<file path="config.mk">
export PLATFORM = sky130hd
export DESIGN_NAME = ysyx_22040125_wbu
export DESIGN_NICKNAME = d
export VERILOG_FILES = /design/src/rtl/ysyx_22040125_wbu.sv
export SDC_FILE = /design/constraint.sdc
export NUM_CORES = 1
export LEC_CHECK = 0
export BUFFER_PORTS_ARGS = -buffer_cell sky130_fd_sc_hd__buf_2
export CAP_MARGIN = 20
export CELL_PAD_IN_SITES_DETAIL_PLACEMENT = 0
export CELL_PAD_IN_SITES_GLOBAL_PLACEMENT = 1
export CORE_MARGIN = 5
export CORE_UTILIZATION = 39
export CTS_CLUSTER_DIAMETER = 80
export DETAILED_ROUTE_END_ITERATION = 8
export GPL_TIMING_DRIVEN = 0
export HOLD_SLACK_MARGIN = 0.02
export PLACE_DENSITY = 0.95
export SYNTH_ARGS = -nofsm -noshare
export SYNTH_HDL_FRONTEND = slang
export SYNTH_SLANG_ARGS = --single-unit
</file>
<file path="constraint.sdc">
create_clock -name clk -period 8.94 [get_ports clk]
set_input_delay 0.447 -clock clk [delete_from_list [all_inputs] [get_ports clk]]
set_output_delay 0.447 -clock clk [all_outputs]
set_load 0.01 [all_outputs]
</file>
<file path="src/rtl/ysyx_22040125_wbu.sv">
// Write-back unit: picks one LSU/ALU result per cycle (LSU first), registers the
// register-file write, tracks outstanding destinations and counts retired results.
module ysyx_22040125_wbu #(
   parameter int XLEN = 64
) (
   input  logic            clk,
   input  logic            rst_n,
   input  logic            lsu_valid,
   output logic            lsu_ready,
   input  logic [4:0]      lsu_rd,
   input  logic [XLEN-1:0] lsu_data,
   input  logic            alu_valid,
   output logic            alu_ready,
   input  logic [4:0]      alu_rd,
   input  logic [XLEN-1:0] alu_data,
   input  logic            iss_valid,
   input  logic [4:0]      iss_rd,
   input  logic [4:0]      q_rs1,
   input  logic [4:0]      q_rs2,
   output logic            busy_rs1,
   output logic            busy_rs2,
   output logic            rf_en,
   output logic [4:0]      rf_addr,
   output logic [XLEN-1:0] rf_data,
   output logic [63:0]     retire_cnt
);

   logic            xfer;
   logic [4:0]      sel_rd;
   logic [XLEN-1:0] sel_data;

   logic            rf_en_q,   rf_en_d;
   logic [4:0]      rf_addr_q, rf_addr_d;
   logic [XLEN-1:0] rf_data_q, rf_data_d;
   logic [63:0]     cnt_q,     cnt_d;
   logic [31:0]     busy_q,    busy_d;

   // The LSU result belongs to the older instruction, so it always wins.
   assign lsu_ready = rst_n;
   assign alu_ready = rst_n & ~lsu_valid;

   always_comb begin
      xfer     = 1'b0;
      sel_rd   = alu_rd;
      sel_data = alu_data;
      if (lsu_valid && lsu_ready) begin
         xfer     = 1'b1;
         sel_rd   = lsu_rd;
         sel_data = lsu_data;
      end else if (alu_valid && alu_ready) begin
         xfer = 1'b1;
      end
   end

   always_comb begin
      rf_en_d   = xfer && (sel_rd != 5'd0);
      rf_addr_d = rf_addr_q;
      rf_data_d = rf_data_q;
      if (xfer) begin
         rf_addr_d = sel_rd;
         rf_data_d = sel_data;
      end
      cnt_d = cnt_q + {63'd0, xfer};
   end

   assign busy_d[0] = 1'b0;

   // A new issue to the same register outranks the completing write.
   generate
      for (genvar gi = 1; gi < 32; gi++) begin : g_busy
         assign busy_d[gi] = (iss_valid && (iss_rd == 5'(gi))) ? 1'b1 :
                             (xfer && (sel_rd == 5'(gi)))      ? 1'b0 :
                             busy_q[gi];
      end
   endgenerate

   always_ff @(posedge clk) begin
      if (!rst_n) begin
         rf_en_q   <= 1'b0;
         rf_addr_q <= 5'd0;
         rf_data_q <= '0;
         cnt_q     <= 64'd0;
         busy_q    <= 32'd0;
      end else begin
         rf_en_q   <= rf_en_d;
         rf_addr_q <= rf_addr_d;
         rf_data_q <= rf_data_d;
         cnt_q     <= cnt_d;
         busy_q    <= busy_d;
      end
   end

   assign busy_rs1   = busy_q[q_rs1];
   assign busy_rs2   = busy_q[q_rs2];
   assign rf_en      = rf_en_q;
   assign rf_addr    = rf_addr_q;
   assign rf_data    = rf_data_q;
   assign retire_cnt = cnt_q;

endmodule
</file>
Word level (Yosys, flattened, before mapping)
Cells that the tools add are included.
- $lt $le $gt $ge: 2
- equal/unequal tests: 62
- add/subtract/negate cells: 1
- mux-type cells: 70
- reductions and logical operators: 97
- bitwise logic cells: 2
- operators with widths (kind ; count):
    $eq 5x5->1 const B ; 32
    $eq 5x4->1 const B ; 16
    $mux 1 ; 66
    $logic_and 1x1->1 ; 65
    $add 64x1->64 ; 1
    $mux 64 ; 1
    $reduce_bool 2->1 ; 31
    $eq 5x3->1 const B ; 8
    $eq 5x2->1 const B ; 4
    $lt 5x6->1 const B ; 2
    $bmux 1 s5 ; 2
    $eq 5x1->1 const B ; 2
    $mux 5 ; 1
    $reduce_bool 5->1 ; 1
    $and 1x1->1 ; 1
    $not 1->1 ; 1
- output and inout bits: 138
- logic and storage cells: 270
- input port bits: 158
- flip-flop bits (word level): 166

Depth between registers and ports, before layout
Gate-level depths: netlist (run 1).
- depth in word-level cells: 8
- mapped depth: 14
- mapped depth without buffers: 9

Worst setup path after synthesis (run 1)
Ideal clock, no wire load.
- path type: input to register
- start: input port alu_valid
- end: register cnt_q[44] (netlist: retire_cnt[44])
- buffers on the path: 5
- setup time: 0.070 ns
- data required time: 8.870 ns
- slack: 5.433 ns
- data arrival time: 3.437 ns
- stages on the path: 14
- cell sequence: clkbuf_1 buf_1 nor2_1 nor2_1 ha_1 ha_1 nand4_1 or2_2 buf_2 or4_1 clkbuf_1 buf_2 or3_1 a21oi_1
- longest elaborated chain between the ends: 4
- ends and longest elaborated chain (what ; RTL line ; source):
    start, declared ; 12 ; input logic alu_valid,
    $logic_and 1x1->1 ; 50 ; end else if (alu_valid && alu_ready) begin
    $mux 1 ; 50 ;
    $mux 1 ; 46 ; if (lsu_valid && lsu_ready) begin
    via xfer ; 28 ; logic xfer;
    $add 64x1->64 ; 63 ; cnt_d = cnt_q + {63'd0, xfer};
    end signal, assigned ; 88 ; cnt_q <= cnt_d;
    end, declared ; 35 ; logic [63:0] cnt_q, cnt_d;
The timed path passes the listed nets, and every way through them passes these cells.
A chain may end at the register's enable or synchronous reset.

Final worst setup path (run 1)
Ends and elaborated chain as after synthesis.

==> results of run 1 <==
[worst max path at each step]
stage / from / endpoint / slack [ns] / depth (start not counted)
finish: alu_valid / retire_cnt[44] / 4.84 / 14
global route: alu_valid / retire_cnt[44] / 4.58 / 14
detailed placement: alu_valid / retire_cnt[44] / 4.41 / 14
global placement: alu_valid / retire_cnt[44] / 4.45 / 14
floorplan: alu_valid / retire_cnt[44] / 5.43 / 14
CTS: alu_valid / retire_cnt[44] / 4.84 / 14
[area by class of cell]
class | count | area share (%)
buffer | 66 | 2.52
inverter | 11 | 0.395
clock buffer | 19 | 4.34
multi-input combinational | 731 | 42.9
sequential | 165 | 31.6
clock inverter | 13 | 1.23
antenna | 6 | 0.144
tap | 270 | 3.23
timing repair buffer | 284 | 13.6
[metal layers]
layer	track usage, %	share of wire, %
met1	26.6	38
met3	7.64	8.2
met2	40.4	49
met4	9.71	4.0
met5	0	0.19
[per-stage QoR]
stage	instance area (um2)	util (%)	std cells	setup slack (ns)	power, mW
finish	10400	51.4	1565	4.84	1.71
global route	10400	51.4	1564	4.58	1.78
CTS	10400	51.4	1559	4.84	1.73
detailed placement	9850	48.5	1527	4.41	0.995
global placement	9850	48.5	1527	4.45	0.992
floorplan	8090	-	973	5.43	0.897
[report_power, final]
part	internal, mW	switching [mW]
Clock	0.387	0.349
Sequential	0.758	0.0133
Combinational	0.0855	0.121
[critical path, delay by kind of cell]
kind	cells	cell delay, ns
AOI/OAI and AO/OA	1	0.15
adders and majority gates	2	0.47
buffers and inverters	5	1.76
and+or+nand+nor	6	1.61
[sequential cells by signal, indices dropped and copies added (netlist names)]
signal / cells
busy_q: 31
retire_cnt: 64
rf_en: 1
rf_data: 64
rf_addr: 5
[cells in the mapped netlist (6+ instances only)]
| cell | number |
|---|---|
| nand4_1 | 22 |
| clkbuf_1 | 47 |
| inv_1 | 11 |
| and2_1 | 10 |
| or3_1 | 22 |
| and3_1 | 8 |
| or2_2 | 9 |
| mux2_2 | 6 |
| dfxtp_1 | 165 |
| o21ai_0 | 54 |
| mux2i_1 | 71 |
| nor3_1 | 8 |
| o31ai_1 | 11 |
| mux4_2 | 14 |
| nor2b_1 | 11 |
| nand3_1 | 26 |
| xnor2_1 | 17 |
| a31oi_1 | 8 |
| nor4_1 | 12 |
| buf_1 | 14 |
| nand2_1 | 55 |
| nor2_1 | 171 |
| a21oi_1 | 131 |
| and4_1 | 10 |
| or4_1 | 14 |
| xor2_1 | 12 |
[kinds of logic after synthesis]
group | after synthesis | share of synthesized area [%]
buf+inv | 77 | 3.76
mux | 91 | 13.5
compound gates | 214 | 14.1
fa+ha+maj | 2 | 0.309
simple gates | 395 | 24.3
xor+xnor | 29 | 3.14
flops | 165 | 40.8
==> impl_metrics.json, run 1 <==
{
  "path_clk_slew_ns": 0.08,
  "layout_min_cycle_time_ns": 4.10,
  "grt_setup_unrepaired": "no",
  "antenna_found_initial": 11,
  "fp-row-count": 52,
  "relSlewSlack_pct": 45.1,
  "cp_cell_sequence": "clkbuf_1 -> buf_1 -> nor2_1 -> nor2_1 -> ha_1 -> ha_1 -> nand4_1 -> or2_2 -> buf_2 -> or4_1 -> clkbuf_1 -> buf_2 -> or3_1 -> a21oi_1",
  "grt_pass1_wl_um": 44600,
  "portBuffers": 284,
  "r2r_start": "retire_cnt[0]",
  "yosysWarnings": 0,
  "core_um2": 20300,
  "critPathLaunchType": "input pin",
  "antenna_left": 0,
  "rr_endpoint": "retire_cnt[44]",
  "drc": 0,
  "critPathSlowestCell": "buf_1",
  "setup_viol": 0,
  "multi_input_area_um2": 4480,
  "synth_area_um2": 8090,
  "syn-instance-count": 973,
  "synth.distinct_cells": 47,
  "drive_gt1_share_pct": 27.5,
  "ys_seq_elements": 165,
  "worst_pin_slew_ns": 0.815,
  "cts.sinks": 165,
  "synth_nets": 1133,
  "setup.worst_path.end_class": "flip-flop",
  "worstSetupPathType": "input pin to flip-flop",
  "syn_avg_cell_area_um2": 8.31,
  "maxCapViolations": 0,
  "cts-root-buf": "clkbuf_16",
  "status": "complete, no violations",
  "synth-edff-count": 0,
  "cts_tree": "built",
  "cp.arrival_ns": 4.45,
  "min_path_type": "input pin to flip-flop",
  "holdPathStages": 3,
  "via_per_inst": 5.35,
  "cts_inserted_buffers": 17,
  "finClkSkew_ns": 0.0173,
  "hpwl_um": 22300,
  "routabilityCongestion": 0.866,
  "htree_levels": 4,
  "holdCritStartpoint": "lsu_data[58]",
  "cts_resized": 0,
  "wirelength_um": 28700,
  "worstRegToRegCells": 10,
  "clockBufferDepth": 2,
  "final_cell_mix": "287 x buf_2, 171 x nor2_1, 165 x dfxtp_1, 131 x a21oi_1, 71 x mux2i_1",
  "die_h_um": 154,
  "worstPathRequired_ns": 9.29,
  "crit_path_max_fanout": 10,
  "fillers": 2062,
  "drtIter0Drc": 443,
  "ctsHoldBuffers": 0,
  "seq_area_um2": 3300,
  "grt_pass1_vias": 8181,
  "overflow": 0,
  "initial_core_util_pct": 39.8,
  "die_w_um": 154,
  "period_share_pct": 45.9,
  "grt_usage_pct": 23.4,
  "yosysTopAreaCell": "dfxtp_1",
  "first_pass_iters": 5,
  "io_pins": 296,
  "vias": 8365,
  "synth_top_area_share_pct": 40.8,
  "post-cts-setup-buffers": 0,
  "ys_async_sr_fraction_pct": 0,
  "min_to": "rf_data[58]",
  "ir_drop_uv": 138,
  "grt_max_degree": 18,
  "fin_setup_tns_ns": 0,
  "power_density_nw_per_um2": 164,
  "clock_latency_ns": 0.43,
  "critPathMaxStageDelay_ns": 0.63,
  "p_leak_nw": 4.52,
  "design.die.area_um2": 23700,
  "hold_ws_ns": 0.238,
  "yosysSeqAreaShare_pct": 40.8,
  "hold_violations": 0,
  "synth_top_cells_by_area": "dfxtp_1 41%, mux2i_1 8.8%, a21oi_1 8.1%",
  "nets": 1436,
  "fmaxAchievable_mhz": 244,
  "maxSlewViolCount": 0,
  "mostFrequentLayoutCell": "buf_2",
  "synthFlopType": "dfxtp_1",
  "synthToLayoutAreaGrowth_pct": 29.1,
  "r2r_slack_ns": 5.98,
  "wire_per_inst_um": 18.3
}
Note: power is estimated with default switching activity, not from simulation.
==> run 2, diff against run 1 <==
--- a/config.mk
+++ b/config.mk
@@ -10,12 +10,12 @@
 export CELL_PAD_IN_SITES_DETAIL_PLACEMENT = 0
 export CELL_PAD_IN_SITES_GLOBAL_PLACEMENT = 1
 export CORE_MARGIN = 5
-export CORE_UTILIZATION = 39
+export CORE_UTILIZATION = 32
 export CTS_CLUSTER_DIAMETER = 80
 export DETAILED_ROUTE_END_ITERATION = 8
 export GPL_TIMING_DRIVEN = 0
 export HOLD_SLACK_MARGIN = 0.02
-export PLACE_DENSITY = 0.95
+export PLACE_DENSITY = 0.85
 export SYNTH_ARGS = -nofsm -noshare
 export SYNTH_HDL_FRONTEND = slang
 export SYNTH_SLANG_ARGS = --single-unit
==> constraint.sdc (replaced) <==
create_clock -name clk -period 3.5 [get_ports clk]
set_input_delay 0.175 -clock clk [delete_from_list [all_inputs] [get_ports clk]]
set_output_delay 0.175 -clock clk [all_outputs]
set_load 0.01 [all_outputs]
==> impl_metrics.json, run 2 (same netlist as run 1, synthesis figures left out) <==
{
  "drc": 0,
  "cp.arrival_ns": 3.56,
  "grt_max_degree": 18,
  "hpwl_um": 23400,
  "fmaxAchievable_mhz": 312,
  "vias": 8763,
  "die_h_um": 169,
  "portBuffers": 284,
  "clockPowerShare_pct": 42.2,
  "drive_gt1_share_pct": 26.4,
  "worstSetupPathType": "input pin to flip-flop",
  "relSlewSlack_pct": 30.6,
  "routabilityCongestion": 0.924,
  "post-cts-setup-buffers": 0,
  "dp.cells": 1588,
  "cts.sinks": 165,
  "design.die.area_um2": 28600,
  "antenna_left": 0,
  "clock_latency_ns": 0.43,
  "wirelength_um": 31100,
  "critPathLaunchType": "input pin",
  "initial_core_util_pct": 32.3,
  "cp_cell_sequence": "clkbuf_2 -> buf_4 -> nor2_1 -> nor2_1 -> ha_1 -> ha_1 -> nand4_1 -> or2_2 -> buf_2 -> or4_1 -> clkbuf_1 -> buf_2 -> or3_1 -> a21oi_1",
  "die_w_um": 169,
  "setup_viol": 0,
  "setup.worst_path.end_class": "flip-flop",
  "grt_setup_unrepaired": "no",
  "mostFrequentLayoutCell": "buf_2",
  "power_frac_seq_pct": 44.3,
  "overflow": 0,
  "final_cell_mix": "287 x buf_2, 171 x nor2_1, 165 x dfxtp_1, 131 x a21oi_1, 71 x mux2i_1",
  "drtIter0Drc": 513,
  "final_util_pct": 44.6,
  "fp-row-count": 58,
  "grt_util_met1_pct": 25.4,
  "cts-root-buf": "clkbuf_16",
  "nets": 1498,
  "clockBufferDepth": 2,
  "period_share_pct": 91.6,
  "maxCapViolations": 0,
  "worstPathRequired_ns": 3.86,
  "final_cells": 1682,
  "htree_levels": 4,
  "wire_per_inst_um": 18.5,
  "min_path_type": "input pin to flip-flop",
  "p_int_mw": 3.24,
  "first_pass_iters": 5,
  "grt_pass1_vias": 8641,
  "path_clk_slew_ns": 0.07,
  "busiest_layer": "met2",
  "crit_path_max_fanout": 10,
  "status": "complete, no violations",
  "switchingPower_mw": 1.21,
  "p_comb_share_pct": 13.4,
  "io_pins": 296,
  "cts_inserted_buffers": 17,
  "critPathSlowestCell": "or4_1",
  "finClkSkew_ns": 0.0160,
  "worst_pin_slew_ns": 1.04,
  "power_density_nw_per_um2": 399,
  "fin_setup_tns_ns": 0,
  "hold_violations": 0,
  "antenna_found_initial": 2,
  "crit_buf_inv": 5,
  "grt_usage_pct": 21.2,
  "layout_min_cycle_time_ns": 3.21,
  "ir_drop_uv": 249,
  "core_um2": 25000,
  "power_mw": 4.45,
  "via_per_inst": 5.21,
  "met3_usage_pct": 6.45,
  "p_sw_share_pct": 27.3,
  "grt_pass1_wl_um": 47700,
  "maxSlewViolCount": 0,
  "p_leak_nw": 4.79,
  "use_met2_pct": 35.6,
  "critPathMaxStageDelay_ns": 0.53,
  "cts_tree": "built",
  "crit_family": "simple AND/OR/NAND/NOR gates",
  "synthToLayoutAreaGrowth_pct": 38.0
}
run 2: stage by stage:
stage	worst slack (ns)	instance area [um2]	hold slack, ns
5_1_grt	0.0253	11200	0.0523
2_1_floorplan	0.265	8090	0.314
3_5_place_dp	-0.885	9950	0.409
3_3_place_gp	-0.849	9920	0.399
4_1_cts	0.0177	11200	0.0225
6_report	0.293	11200	0.0458
run 2: routing by layer:
layer	vias up	part of all wire (%)
met5	-	0.067
met4	4	3.5
met3	60	8.0
met2	361	48
met1	4142	40
li1	4196	-
run 2: worst min-delay path, delay by kind of cell:
| kind | cells | cell delay, ns |
|---|---|---|
| AOI/OAI and AO/OA | 1 | 0.07 |
| buffers and inverters | 1 | 0.12 |
| and+or+nand+nor | 1 | 0.07 |
run 2: power by group through the flow:
stage | Clock, mW | Sequential (mW) | Combinational, mW
floorplan | 0 | 2.03 | 0.257
global placement | 0 | 2.01 | 0.529
detailed placement | 0 | 2.01 | 0.538
CTS | 1.93 | 1.97 | 0.595
global route | 2.02 | 1.98 | 0.653
finish | 1.88 | 1.97 | 0.597
run 2: final cells by class:
| type | instances | area (um2) |
|---|---|---|
| timing repair buffer | 349 | 2090 |
| clock buffer | 20 | 457 |
| inverter | 11 | 41.3 |
| clock inverter | 12 | 120 |
| sequential | 165 | 3300 |
| fill | 2526 | 13900 |
| tap | 330 | 413 |
| buffer | 63 | 256 |
| antenna | 1 | 2.50 |
| multi-input combinational | 731 | 4480 |
run 2: worst paths after layout:
| kind | from | end | slack [ns] | cells past startpoint |
|---|---|---|---|---|
| worst max-delay path | alu_valid | retire_cnt[44] | 0.29 | 14 |
| worst min-delay path | lsu_rd[1] | rf_addr[1] | 0.05 | 3 |
| worst max register to register | retire_cnt[0] | retire_cnt[44] | 0.61 | 10 |
| worst min register to register | retire_cnt[46] | retire_cnt[46] | 0.49 | 2 |
run 2: repair_timing:
item                       CTS  global route
setup endpoints to repair   21            14
hold endpoints to repair    64             0
gates resized for setup      2             2
hold buffers                64             0
